**src/rtl/rtc_bus_responder.sv**
```systemverilog
// Runs one multiplexed address/data cycle on the RTC parallel bus per sequencer request
// and keeps a 16-entry shadow file of captured read bytes.
module rtc_bus_responder #(
    parameter int TPH = 4,
    parameter int GAP = 2
) (
    input  logic       clk,
    input  logic       reset,
    input  logic [7:0] dir,
    input  logic [3:0] dir_reg,
    input  logic [7:0] dato,
    input  logic       escritura,
    input  logic       lectura,
    input  logic       write,
    output logic       fin,
    output logic       busy,
    output logic [7:0] rdata,
    output logic [7:0] ad_out,
    output logic       ad_oe,
    input  logic [7:0] ad_in,
    output logic       cs_n,
    output logic       rd_n,
    output logic       wr_n,
    output logic       a_d,
    input  logic [3:0] rd_idx,
    output logic [7:0] rd_data
);

    typedef enum logic [3:0] {
        IDLE, A_SU, A_ST, A_HD, D_SU, D_ST, D_HD, DONE, RECOV
    } state_t;

    localparam logic [7:0] LAST_PH  = 8'(TPH - 1);
    localparam logic [7:0] LAST_GAP = 8'(GAP - 1);

    state_t     state, state_next;
    logic [7:0] cnt, cnt_next;
    logic [7:0] addr_q, data_q;
    logic [3:0] idx_q;
    logic       store_q, is_wr_q;
    logic [7:0] shadow [16];

    logic       accept, phase_end, in_phase;
    logic       cs_n_d, rd_n_d, wr_n_d, a_d_d, ad_oe_d, fin_d;
    logic [7:0] ad_out_d;

    assign accept    = (state == IDLE) && (escritura || lectura);
    assign phase_end = (cnt == LAST_PH);
    assign in_phase  = (state inside {A_SU, A_ST, A_HD, D_SU, D_ST, D_HD});
    assign rd_data   = shadow[rd_idx];

    always_comb begin
        state_next = state;
        cnt_next   = cnt;
        if (in_phase)
            cnt_next = phase_end ? 8'd0 : cnt + 8'd1;
        case (state)
            IDLE: if (accept) begin
                state_next = A_SU;
                cnt_next   = 8'd0;
            end
            A_SU: if (phase_end) state_next = A_ST;
            A_ST: if (phase_end) state_next = A_HD;
            A_HD: if (phase_end) state_next = D_SU;
            D_SU: if (phase_end) state_next = D_ST;
            D_ST: if (phase_end) state_next = D_HD;
            D_HD: if (phase_end) state_next = DONE;
            DONE: begin
                state_next = RECOV;
                cnt_next   = 8'd0;
            end
            RECOV: begin
                if (cnt == LAST_GAP) begin
                    state_next = IDLE;
                    cnt_next   = 8'd0;
                end else begin
                    cnt_next = cnt + 8'd1;
                end
            end
            default: begin
                state_next = IDLE;
                cnt_next   = 8'd0;
            end
        endcase
    end

    // Bus pins are a registered image of the current state, so every pin changes on a clock edge
    always_comb begin
        cs_n_d   = 1'b1;
        rd_n_d   = 1'b1;
        wr_n_d   = 1'b1;
        a_d_d    = 1'b0;
        ad_oe_d  = 1'b0;
        ad_out_d = 8'd0;
        fin_d    = 1'b0;
        case (state)
            A_SU, A_ST, A_HD: begin
                cs_n_d   = 1'b0;
                ad_oe_d  = 1'b1;
                ad_out_d = addr_q;
                wr_n_d   = (state != A_ST);
            end
            D_SU, D_ST, D_HD: begin
                cs_n_d = 1'b0;
                a_d_d  = 1'b1;
                if (is_wr_q) begin
                    ad_oe_d  = 1'b1;
                    ad_out_d = data_q;
                    wr_n_d   = (state != D_ST);
                end else begin
                    rd_n_d = (state != D_ST);
                end
            end
            DONE: fin_d = 1'b1;
            default: ;
        endcase
    end

    always_ff @(posedge clk) begin
        if (reset) begin
            state   <= IDLE;
            cnt     <= 8'd0;
            cs_n    <= 1'b1;
            rd_n    <= 1'b1;
            wr_n    <= 1'b1;
            a_d     <= 1'b0;
            ad_oe   <= 1'b0;
            ad_out  <= 8'd0;
            fin     <= 1'b0;
            busy    <= 1'b0;
            rdata   <= 8'd0;
            addr_q  <= 8'd0;
            data_q  <= 8'd0;
            idx_q   <= 4'd0;
            store_q <= 1'b0;
            is_wr_q <= 1'b0;
            for (int i = 0; i < 16; i++)
                shadow[i] <= 8'd0;
        end else begin
            state  <= state_next;
            cnt    <= cnt_next;
            cs_n   <= cs_n_d;
            rd_n   <= rd_n_d;
            wr_n   <= wr_n_d;
            a_d    <= a_d_d;
            ad_oe  <= ad_oe_d;
            ad_out <= ad_out_d;
            fin    <= fin_d;
            busy   <= (state_next != IDLE);
            if (accept) begin
                addr_q  <= dir;
                data_q  <= dato;
                idx_q   <= dir_reg;
                store_q <= write;
                is_wr_q <= escritura;
            end
            // Sample on the last strobe cycle, while rd_n is still low at the pin
            if (state == D_ST && phase_end && !is_wr_q)
                rdata <= ad_in;
            if (state == DONE && store_q && !is_wr_q)
                shadow[idx_q] <= rdata;
        end
    end

endmodule
```
**config.mk**
```make
export PLATFORM = sky130hd
export DESIGN_NAME = rtc_bus_responder
export DESIGN_NICKNAME = d
export VERILOG_FILES = /design/src/rtl/rtc_bus_responder.sv
export SDC_FILE = /design/constraint.sdc
export NUM_CORES = 1
export LEC_CHECK = 0
export CAP_MARGIN = 20
export CORE_ASPECT_RATIO = 1.2
export CORE_MARGIN = 8
export CORE_UTILIZATION = 50
export DETAILED_ROUTE_END_ITERATION = 8
export GPL_ROUTABILITY_DRIVEN = 0
export PLACE_DENSITY_LB_ADDON = 0.3
export RECOVER_POWER = 25
export SLEW_MARGIN = 20
export SYNTH_ARGS = -nofsm -noshare
export SYNTH_HDL_FRONTEND = slang
export SYNTH_SLANG_ARGS = --single-unit
export TNS_END_PERCENT = 50
```
**constraint.sdc**
```tcl
create_clock -name clk -period 4.3 [get_ports clk]
set_input_delay 0.645 -clock clk [delete_from_list [all_inputs] [get_ports clk]]
set_output_delay 0.645 -clock clk [all_outputs]
set_load 0.01 [all_outputs]
```
==> results of run 1 <==
[final cells by class]
type / count / area [sq um] / share of cell area (%)
clock buffer: 18 / 429 / 4.47
clock inverter: 14 / 188 / 1.96
inverter: 2 / 7.51 / 0.0782
multi-input combinational: 409 / 3020 / 31.4
sequential: 185 / 4980 / 51.9
tap: 212 / 265 / 2.76
timing repair buffer: 72 / 707 / 7.37
[synthesized netlist by cell type, drive strengths merged, types with 3 or more instances]
| cell | count | area share (%) |
|---|---|---|
| nor3b | 3 | 0.55 |
| nand3 | 7 | 0.42 |
| a211oi | 4 | 0.42 |
| nand2 | 61 | 2.8 |
| a31oi | 5 | 0.38 |
| nor3 | 8 | 0.68 |
| or2 | 18 | 1.4 |
| or3 | 3 | 0.23 |
| edfxtp | 128 | 47 |
| a22oi | 9 | 0.82 |
| a21o | 3 | 0.27 |
| a21oi | 22 | 1.4 |
| nor2b | 4 | 0.30 |
| nand3b | 7 | 0.64 |
| buf | 13 | 0.86 |
| mux2i | 8 | 0.97 |
| mux4 | 40 | 11 |
| and2 | 130 | 9.9 |
| o21ai | 4 | 0.24 |
| nor2 | 51 | 2.4 |
| clkbuf | 24 | 1.1 |
| dfxtp | 57 | 14 |
[final timing paths]
kind                                                    to  depth (start not counted)  slack [ns]                   start
worst max-delay path                            rd_data[4]                          5        0.79               rd_idx[1]
worst min-delay path                addr_q[2]$_SDFFE_PP0P_                          2        0.45  addr_q[2]$_SDFFE_PP0P_
worst max register to register  shadow[7][1]$_SDFFCE_PN0P_                          5        1.17     state[1]$_SDFF_PP0_
worst min register to register      addr_q[2]$_SDFFE_PP0P_                          2        0.45  addr_q[2]$_SDFFE_PP0P_
[state kept, by name, summed over array words and instances (netlist names), 4 cells and up]
name and cells:
state 4, cnt 8, data_q 8, rdata 8, idx_q 4, ad_out 8, addr_q 8, shadow 128
[routing by layer]
metal	vias to the layer above	wire length (microns)
met2	213	10300
met4	0	1050
li1	2385	-
met5	-	0
met3	44	1120
met1	2567	7500
[power by group]
| part | leakage (uW) | switching (uW) | internal [uW] |
|---|---|---|---|
| Combinational | 0.00142 | 125 | 135 |
| Sequential | 0.00179 | 46.5 | 1960 |
| Clock | 0.000292 | 685 | 931 |
[kinds of logic (layout without fill, tap and decap cells)]
logic type      count (synthesis)  count (layout)  share of synthesized area [%]
buf+inv                        39             106                           2.05
mux                            48              48                           11.9
fa+ha+maj                       2               2                          0.303
simple gates                  300             300                           20.4
flops                         185             185                           60.4
compound gates                 58              58                           4.88
xor+xnor                        1               1                          0.106
[metrics by stage]
stage               worst slack (ns)  util [%]  cell area, sq um  power, uW
detailed placement             0.781      55.9              9060       2320
floorplan                       1.47         -              8250       2200
global route                   0.684      59.2              9600       4000
global placement               0.843      55.9              9060       2310
finish                         0.789      59.2              9600       3880
CTS                            0.778      59.7              9680       3910
[worst reg2reg max path: cells and delay by family, from the launching register on]
| family | cells | cell delay (ns) |
|---|---|---|
| flip-flops | 1 | 0.63 |
| AND/OR/NAND/NOR | 5 | 2.21 |
==> run metrics, run 1 <==
Filler cells=1288; Critical Path AT=2.87 ns; largest net degree at the start of global routing=54; period utilisation layout=81.6%; largest fanout on the critical path=32; Achievable Freq=285 MHz; gr busiest metal=met2; die height=157 microns; post-CTS setup buffer count=0; Post-synth ARST share=0%; CTS tree=done; instance count of the mapped netlist=633; worst skew pair latency=between 0.4 and 0.5 ns; Rows=~50; number of global-route vias before repair=5370; Die X=133 microns; endpoints failing setup=0; Critical Path RT=3.65 ns; cell leakage power=around 0.0035 uW; clk root buf=clkbuf_16; Inserted Diodes=0; Seq cells post-synth=185; Post-Syn Area=0.00825 sq mm; All-Layer GR Usage=20.0%; Worst setup SP type=input pin; first-pass GRT wire length=31200 microns; DR WL/cell=approximately 22 microns; DRC errors left=0; first-iteration detailed-routing DRC count=392; worst path cell trace=clkdlybuf4s50_1 -> buf_4 -> mux4_2 -> mux4_2 -> clkdlybuf4s50_1; max-cap violation count=0; syn_area_per_cell=13.0 sq um; Post-Syn Nets=between 600 and 700; Buffers & Inverters on Critical Path=3; Routed Antenna Nets=0; CTS Buf Count=17; GRT met2 Usage=between 30% and 40%; kind of cell adding the most delay to the critical path=buffers and inverters; post-cts hold buffer count=0; slew at the pin closest to its max-slew limit=1.04 ns; WS Path Type=input pin to output pin; Final Max Slew Viols=0; outcome=complete, no violations; post-detail-place hpwl=approximately 14000 microns; Resized cells post-CTS=0; Total Neg Setup Slack=0 ns; antenna violations before repair=0; Max-slew headroom=slightly below 30%; CP max stage delay=0.50 ns; Clock Sinks=approximately 190; Worst Setup End Kind=output pin; Fin. Hold Viols=0; commonest non-fill, non-tap cells in the layout=edfxtp_1, and2_1, nand2_1, dfxtp_1; Final nets=726; Distinct cells, synth=51; leading register cell type out of synthesis=edfxtp_1; RSZ-0062 raised after global routing=false; final WL=20000 microns; Placed Cells incl. Taps=880; fraction of layout cells with a size suffix above 1=14.0%; VDD IR max=0.324 mV; total grt overflow=0; Via Count=around 5200; PwrDens=405 mW/mm^2; initial core utilization=50.9%; Ys Warns=0; DRT Pass-1 Iters=5; Final min period=3.51 ns; port bufs=67; Vias/cell=5.71; slowest cell on the critical path=mux4_2; Ports=68; clk slew on worst S/H paths=about 0.070 ns; number of synthesized flops with an enable pin=roughly 130; GRT met1 Usage=a little over a fifth; post-synthesis sequential area ratio=60.4%; commonest non-fill, non-tap cell in the layout=edfxtp_1; Post-Layout Cell Count=912; CTS Buffer Depth=2; WHS=0.455 ns; Min-Delay Path Class=flip-flop to flip-flop; H-tree lvl count=4; global routing usage on met3=4.59%; DIE AREA=about 0.021 sq mm; P&R area growth vs syn=16.3%; clk_skew=0.00731 ns; Core ar.=0.0162 sq mm
Note: power is estimated with default switching activity, not from simulation.
==> run 2, diff against run 1 <==
==> constraint.sdc (replaced) <==
create_clock -name clk -period 3.2 [get_ports clk]
set_input_delay 0.48 -clock clk [delete_from_list [all_inputs] [get_ports clk]]
set_output_delay 0.48 -clock clk [all_outputs]
set_load 0.01 [all_outputs]
==> run 2 against run 1 <==
Critical path depth unchanged. First-iteration DRC count up 15%. Final cell count increased by 1.8%. Clock power up 30%. Clock-buffer cell count unchanged. Sequential cell count stayed put. Routed wire length up 2.8%. Critical path type unchanged. Critical endpoint is now rd_data[6]. Largest cell class unchanged. Highest routed layer unchanged.
==> run metrics, run 2 (same netlist as run 1, synthesis figures left out) <==
port bufs=67; Worst Setup End Kind=output pin; commonest non-fill, non-tap cells in the layout=edfxtp_1, and2_1, nand2_1, dfxtp_1, nor2_1; Worst setup SP type=input pin; worst path cell trace=clkdlybuf4s50_1 -> buf_12 -> mux4_2 -> mux4_2 -> clkdlybuf4s50_1; cell area after layout=0.00975 sq mm; Routed Antenna Nets=0; Critical Path RT=2.72 ns; VDD IR max=0.299 mV; first-pass GRT wire length=~31000 microns; kind of cell adding the most delay to the critical path=buffers and inverters; period utilisation layout=between 90% and 100%; initial core utilization=50.9%; Inserted Diodes=0; Hold Crit Start=reset; CP max stage delay=0.51 ns; Hold Crit Endpoint=fin$_SDFF_PP0_; CTS tree=done; worst skew pair latency=0.43 ns; Largest Register=shadow; slowest cell on the critical path=clkdlybuf4s50_1; Ports=68; post-CTS setup buffer count=0; DR WL/cell=22.1 microns; worst hold path depth=2; DIE AREA=~0.021 sq mm; Rows=51; Via Count=5301; total grt overflow=0; P&R area growth vs syn=18.2%; H-tree lvl count=4; PwrDens=roughly 530 mW/mm^2; post-detail-place hpwl=15200 microns; Fin. Hold Viols=0; CTS Buffer Depth=2; die height=around 160 microns; CTS Buf Count=17; largest fanout on the critical path=32; Post-Place Cell Area=0.00921 sq mm; clk_skew=0.00687 ns; first-iteration detailed-routing DRC count=approximately 450; Vias/cell=5.71; r2r startpoint=state[1]$_SDFF_PP0_; Critical Path AT=2.55 ns; R2R cell count=6; DRC errors left=0; RSZ-0062 raised after global routing=false; antenna violations before repair=0; outcome=complete, no violations; Clock Sinks=185; Final nets=742; commonest non-fill, non-tap cell in the layout=edfxtp_1; final WL=20500 microns; Min-Delay Path Class=input pin to flip-flop; Achievable Freq=330 MHz; cell leakage power=0.00363 uW; largest net degree at the start of global routing=54; worst reg-to-reg setup slack=0.56 ns; Final min period=3.03 ns; endpoints failing setup=0; max FFs per register=128; Buffers & Inverters on Critical Path=3; Total Neg Setup Slack=0 ns; Final Max Slew Viols=0; WS Path Type=input pin to output pin; fraction of layout cells with a size suffix above 1=16.1%; clk root buf=clkbuf_16; number of global-route vias before repair=5244; Die X=133 microns; Resized cells post-CTS=0; post-cts hold buffer count=0; Worst R2R End=cnt[5]$_SDFF_PP0_; clk slew on worst S/H paths=about 0.07 ns; Max-slew headroom=about two fifths; DRT Pass-1 Iters=5; max-cap violation count=0; slew at the pin closest to its max-slew limit=0.876 ns; All-Layer GR Usage=20.3%; Core ar.=0.0162 sq mm
-- run 2: worst max-delay path by stage --
stage                     depth (start not counted)       from          to
after global routing                              5  rd_idx[1]  rd_data[5]
after detailed placement                          5  rd_idx[1]  rd_data[5]
after global placement                            5  rd_idx[1]  rd_data[1]
after CTS                                         5  rd_idx[1]  rd_data[6]
final                                             5  rd_idx[1]  rd_data[6]
after floorplan                                   4  rd_idx[0]  rd_data[0]
-- run 2: layout make-up --
class                      count  area (sq um)
multi-input combinational    409          3070
clock buffer                  18           429
inverter                       2          7.51
sequential                   185          4980
timing repair buffer          88           842
fill                        1275          6450
clock inverter                14           159
tap                          212           265
-- run 2: routing by layer --
layer	vias to the layer above	GRT usage (%)	share of wire, %
met5	-	0	0
met4	0	14.5	6.9
met3	62	4.84	5.9
met2	227	34.1	50
met1	2599	22.3	37
li1	2413	-	-
-- run 2: per-stage QoR --
stage | setup slack, ns | cells | total power (uW) | utilization (%) | hold WS [ns]
2_1_floorplan | 0.698 | 633 | 2950 | - | 0.432
3_3_place_gp | 0.239 | 896 | 3110 | 56.8 | 0.443
3_5_place_dp | 0.200 | 896 | 3120 | 56.8 | 0.448
4_1_cts | 0.172 | 928 | 5190 | 60.5 | 0.283
5_1_grt | 0.103 | 928 | 5310 | 60.2 | 0.296
6_report | 0.169 | 928 | 5160 | 60.2 | 0.293
-- run 2: where the power goes --
part           internal [uW]  switching [uW]  leakage, uW
combinational            191             173      0.00156
clock                   1170             926     0.000284
sequential              2630            65.4      0.00179
total                   4000            1160      0.00363
==> RTL change 1: new RTL, config.mk and constraints of run 2 <==
Put a register stage on the output `rd_data`, without a reset. The value now appears one clock later. The other outputs are not delayed to match.
--- a/src/rtl/rtc_bus_responder.sv
+++ b/src/rtl/rtc_bus_responder.sv
@@ -49,3 +49,5 @@
     assign in_phase  = (state inside {A_SU, A_ST, A_HD, D_SU, D_ST, D_HD});
-    assign rd_data   = shadow[rd_idx];
+    always_ff @(posedge clk) begin
+        rd_data <= shadow[rd_idx];
+    end
 
Behaviour: no difference found for any inputs over 10 cycles, from zero or initial values and one cycle with reset high; that may be too few to reach the edited logic, so the function may still have changed.
==> RTL change 1 against run 2 <==
- sequential cell count is 8 higher
- routed wire length down 5.8%
- area after synthesis rose by 1.5%
- worst setup slack better by 0.22 ns
- power up 2.6%
- sequential share of layout area increased by 1.2 points
- sequential power up 4%
- global-route usage fell by 1.3 points
- design area rose by 0.85%
- largest cell class unchanged
==> RTL change 1: results (changes against run 2) <==
** Outcome
- The run finished with clean final reports.

** Cells and area
- The number of inserted filler cells in the final layout was 1339 (+5.0%).
- The layout cell share with drive strength beyond 1 is 14.15% (-1.9 points).
- The final-stage net count came to 747 (+0.67%).

** Pwr
- Static leakage power :: 0.003636 uW (+0.15%)
- The peak ir drop on the vdd network came to 374.7 uV (+26%).

** Clock tree
- The buffer count from post-CTS setup fixing came to 0 (unchanged).
- The clock buffer count from CTS came to 17 (unchanged).
- Post-cts resize count :: 0 (unchanged)
- The number of H-tree levels is 4 (unchanged).

** Placed design
- The placed cell count was 905 (+1.0%).
- The post-place instance area came to 0.009274 mm2 (+0.69%).
- The count of port buffers added during placement came to 67 (unchanged).
- The half-perimeter wire length of the detailed placement result came to 13.84 mm (-8.7%).

** Drt
- The detailed-route DRC error count was 0 (unchanged).
- The total length of routed met2 wires is 10.53 mm (+2.5%).
- The violation count after the first detailed-route iteration is 410 (-9.3%).
- Sum of routed wire segments on met1 :: 7.433 mm (-2.7%)
- The total wire length after detailed routing was 19.36 mm (-5.8%).
- Length of routed met3 wiring :: 1.062 mm (-13%)
- The average via count per standard cell was 5.562 (-2.6%).
- The via count was 5217 (-1.6%).

** Min path
- WHS Endpoint :: wr_n$_SDFF_PP1_
- Hold path depth :: 3 (+1)

** Global route
- Vias in the first global route :: 5420 (+3.4%)
- The pin count of the biggest net entering global routing is 55 (+1.9%).
- Number of antenna violations at the first check in global routing :: 0 (unchanged)
- The global-route total usage across every layer is 19.02% (-1.3 points).
- Wire length of the first global-routing pass :: 29.90 mm (-4.3%)

** Critical path
- The depth of the worst register-to-register path is 5 (-1).
- The worst register-to-register path ends at shadow[4][5]$_SDFFCE_PN0P_.
- WP data arrival :: 3.12 ns (+0.57 ns)
- The slack of the worst reg-to-reg path came to 0.51 ns (-0.05 ns).
- Worst Path Max Fanout :: 17 (-47%)

** Yosys
- After synthesis, the cell types taking the most area are edfxtp_1 (46%), dfxtp_1 (16%), mux4_2 (11%), and2_1 (9.8%), nand2_1 (2.9%).
- Cell types with the highest counts after synthesis :: and2_1 (131), edfxtp_1 (128), dfxtp_1 (65), nand2_1 (65), mux4_2 (40)
- The number of distinct standard cells referenced by the synthesized netlist is 48 (-5.9%).
- The part of the Yosys area used for sequential elements is 61.43% (+1.0 points).
- The area share of the largest cell type after synthesis was 45.89% (-0.70 points).
- Post-Synthesis Net Count :: 683 (+1.6%)
- The post-synthesis area per instance was 13.01 um2 (-0.22%).

** Timing
- Clock tree skew after final layout :: 0.009227 ns (+0.002359 ns)
- Worst-case hold slack :: 0.3198 ns (+0.02719 ns)
- Relative slew margins :: 14.76% (-26 points)
==> RTL change 1: final cells by class <==
class,count,area share [%]
Timing Repair Buffer,81,7.670
Multi-Input combinational cell,413,31.06
Antenna cell,1,0.02544
Sequential cell,193,52.30
Inverter,2,0.07632
Tap cell,216,2.747
Clock inverter,13,1.399
Clock buffer,19,4.719
==> RTL change 1: layer usage <==
layer	GRT usage [%]	vias to the layer above
met4	6.642	0
met3	4.159	22
met2	34.80	176
met1	21.41	2572
li1	-	2447
met5	0	-
==> RTL change 1: logic make-up after synthesis <==
| kind of cell | after synthesis | share of synthesized area, % |
|---|---|---|
| mux | 41 | 10.88 |
| fa+ha+maj | 2 | 0.2987 |
| flops | 193 | 61.43 |
| simple gates | 301 | 20.35 |
| compound gates | 69 | 5.169 |
| buf+inv | 38 | 1.882 |
==> RTL change 1: stage by stage <==
stage | utilization, % | setup WS (ns)
4_1_cts | 59.29 | 0.5169
6_report | 59.06 | 0.3841
2_1_floorplan | - | 1.065
3_3_place_gp | 55.68 | 0.6822
3_5_place_dp | 55.68 | 0.5220
5_1_grt | 59.04 | 0.1524
==> RTL change 1: how the worst max path moves through the flow <==
stage                            endpoint                start  cells after the start
2_1_floorplan  shadow[8][0]$_SDFFCE_PN0P_                reset                      6
3_3_place_gp   shadow[4][0]$_SDFFCE_PN0P_  state[1]$_SDFF_PP0_                      5
3_5_place_dp   shadow[8][3]$_SDFFCE_PN0P_  state[1]$_SDFF_PP0_                      5
4_1_cts        shadow[8][6]$_SDFFCE_PN0P_  state[1]$_SDFF_PP0_                      5
5_1_grt                rd_data[7]$_DFF_P_            rd_idx[0]                      4
6_report               rd_data[7]$_DFF_P_            rd_idx[0]                      4
==> RTL change 1: critical path, cell delays in order <==
cell      delay, ns
clkbuf_1       0.91
clkbuf_2       0.65
mux4_2         0.61
mux4_2         0.46
==> RTL change 1: power by group <==
part	switching [uW]	total [uW]	internal (uW)
combinational	176	348	173
sequential	58.8	2800	2740
clock	967	2140	1170
total	1200	5290	4090
==> RTL change 2: new RTL, flow settings as in run 2 <==
Made on the original files. Remove the register `ad_out`: a continuous assignment takes its place, so the output `ad_out` follows one clock earlier.
--- a/src/rtl/rtc_bus_responder.sv
+++ b/src/rtl/rtc_bus_responder.sv
@@ -127,3 +127,2 @@
             ad_oe   <= 1'b0;
-            ad_out  <= 8'd0;
             fin     <= 1'b0;
@@ -146,3 +145,2 @@
             ad_oe  <= ad_oe_d;
-            ad_out <= ad_out_d;
             fin    <= fin_d;
@@ -164,2 +162,4 @@
 
+    assign ad_out = ad_out_d;
+
 endmodule
Behaviour: not the same (Yosys sat finds a counterexample within 4 cycles, from zero or initial values and one cycle with reset high).
==> RTL change 2 against run 2 <==
- power down 4.5%
- synthesized cell count decreased by 3.2%
- design area fell by 3.4%
- area after synthesis decreased by 2.9%
- global-route usage shrank 0.39 points
- sequential cell count down 8
- routed wire length shrank 2.7%
- worst setup slack gained 0.025 ns
- maximum frequency grew 0.85%
- highest routed layer unchanged
- sequential power is 3% lower
==> RTL change 2: results (changes against run 2) <==
** Pwr
- Pwr/cell area :: 523.1 mW/mm2 (-1.1%)
- The peak ir drop on the vdd network was 311.4 uV (+4.3%).
- The leakage dissipation was 0.003450 uW (-5.0%).

** Cells and area
- The number of inserted filler cells in the final layout came to 1261 (-1.1%).
- The final-stage net count was 721 (-2.8%).
- The post-layout instance count excluding filler cells came to 903 (-2.7%).
- The layout cell share with drive strength beyond 1 is 15.97% (-0.090 points).

** Global route
- Routing usage on met2 :: 33.61% (-0.45 points)
- The number of global-route vias before repair is 5062 (-3.5%).
- The met1 capacity usage during global routing is 22.34% (about the same).
- Global-route usage over all layers :: 19.91% (-0.39 points)
- Met3 track demand over resource in global routing :: 5.282% (+0.44 points)
- The pin count of the biggest net entering global routing was 57 (+5.6%).
- The first-pass GRT wire length is 30.23 mm (-3.2%).

** Clock tree
- Worst-path clk slew :: 0.07 ns (about the same)
- Clk Latency, worst-skew pair :: 0.43 ns (about the same)

** Yosys
- The net count after synthesis was 652 (-3.0%).
- The part of the Yosys area used for sequential elements was 60.22% (-0.20 points).
- Cell types with the highest counts after synthesis :: and2_1 (130), edfxtp_1 (128), nand2_1 (60)
- Post-synthesis instance total :: 613 (-3.2%)
- In the post-synthesis netlist, the biggest area contributors are edfxtp_1 (48%), dfxtp_1 (12%), mux4_2 (11%), and2_1 (10%), nand2_1 (2.8%).
- Share of synthesized registers carrying an async set or reset :: 0% (unchanged)
- Number of distinct library cells after synthesis :: 52 (+2.0%)

** Timing
- Worst-case hold slack :: 0.2954 ns (+0.002764 ns)
- Transition at the pin with the smallest max-transition slack :: 0.9765 ns (+0.1010 ns)
- The setup skew after layout was 0.008556 ns (+0.001689 ns).

** Placed design
- The post-place instance area is 0.008902 mm2 (-3.3%).
- Worst slack after detailed placement :: 0.2152 ns (+0.01563 ns)
- Post-placement cell count :: 871 (-2.8%)
- HPWL after detailed placement :: 14.74 mm (-2.8%)

** Critical path
- The slack of the worst reg-to-reg path came to 0.50 ns (-0.06 ns).
- The largest fanout of any net on the critical path was 32 (unchanged).
- Endpoint of the lowest-slack register-to-register path :: rdata[7]$_SDFFE_PP0P_
- The depth of the worst register-to-register path is 6 (unchanged).
- The critical path data arrival time came to 2.53 ns (-0.02 ns).
- The largest individual stage delay along the critical path comes from the cell clkdlybuf4s50_1.
- Launching point of the worst reg2reg path :: cnt[0]$_SDFF_PP0_

** Drt
- Violation count after the first detailed-routing iteration :: 449 (-0.66%)
- Detailed-route via count :: 5049 (-4.8%)
- Detailed-routing iteration count for the pre-antenna-repair pass :: 5 (unchanged)
- Final Routed Wirelength :: 19.99 mm (-2.7%)

** Min path
- For hold timing, the worst endpoint is rd_n$_SDFF_PP1_.
- The worst hold path stage count was 3 (+1).

** Outcome
- The flow ran to the end, and the final reports show no timing, DRC or antenna violations.
-- RTL change 2: cell types whose count changed in the layout (fill, tap and decap cells not counted), sizes merged, moves of 7 or more --
cell | before | now
a22oi | 9 | 1
a22o | 1 | 8
dlygate4sd3 | 23 | 14
dfxtp | 57 | 49
nor2 | 51 | 38
clkdlybuf4s50 | 42 | 51
-- RTL change 2: per-layer routing --
| metal | up-vias | wire (um) |
|---|---|---|
| met5 | - | 0 |
| met4 | 0 | 1124 |
| met3 | 48 | 1262 |
| met2 | 222 | 9981 |
| met1 | 2425 | 7620 |
| li1 | 2354 | - |
-- RTL change 2: area by class of cell --
class,instances,share of cell area (%)
Multi-Input combinational cell,394,31.42
Timing Repair Buffer,85,8.472
Inverter,7,0.2788
Clock inverter,15,1.354
Tap cell,208,2.762
Sequential cell,177,51.20
Clock buffer,17,4.515
-- RTL change 2: cells by family (layout without fill, tap and decap cells) --
logic type	Yosys count	in the layout	share of synthesized area, %
buffers and inverters	42	124	2.702
xor gates and xnor gates	2	2	0.2187
adders and majority gates	2	2	0.3123
and+or+nand+nor	283	283	19.55
DFF	177	177	60.22
muxes	49	49	12.37
AOI/OAI and AO/OA	58	58	4.623
-- RTL change 2: worst max-delay path by stage --
stage	cells past startpoint	slack, ns	endpoint	startpoint
floorplan	4	0.70	rd_data[0]	rd_idx[0]
global route	4	0.12	ad_out[1]	state[2]$_SDFF_PP0_
detailed placement	5	0.22	rd_data[6]	rd_idx[1]
finish	5	0.19	rd_data[5]	rd_idx[1]
global placement	5	0.22	rd_data[5]	rd_idx[1]
CTS	4	0.16	ad_out[1]	state[2]$_SDFF_PP0_
-- RTL change 2: power by group --
group | switching (uW) | internal, uW
combinational | 187 | 206
sequential | 70.3 | 2540
clock | 909 | 1020
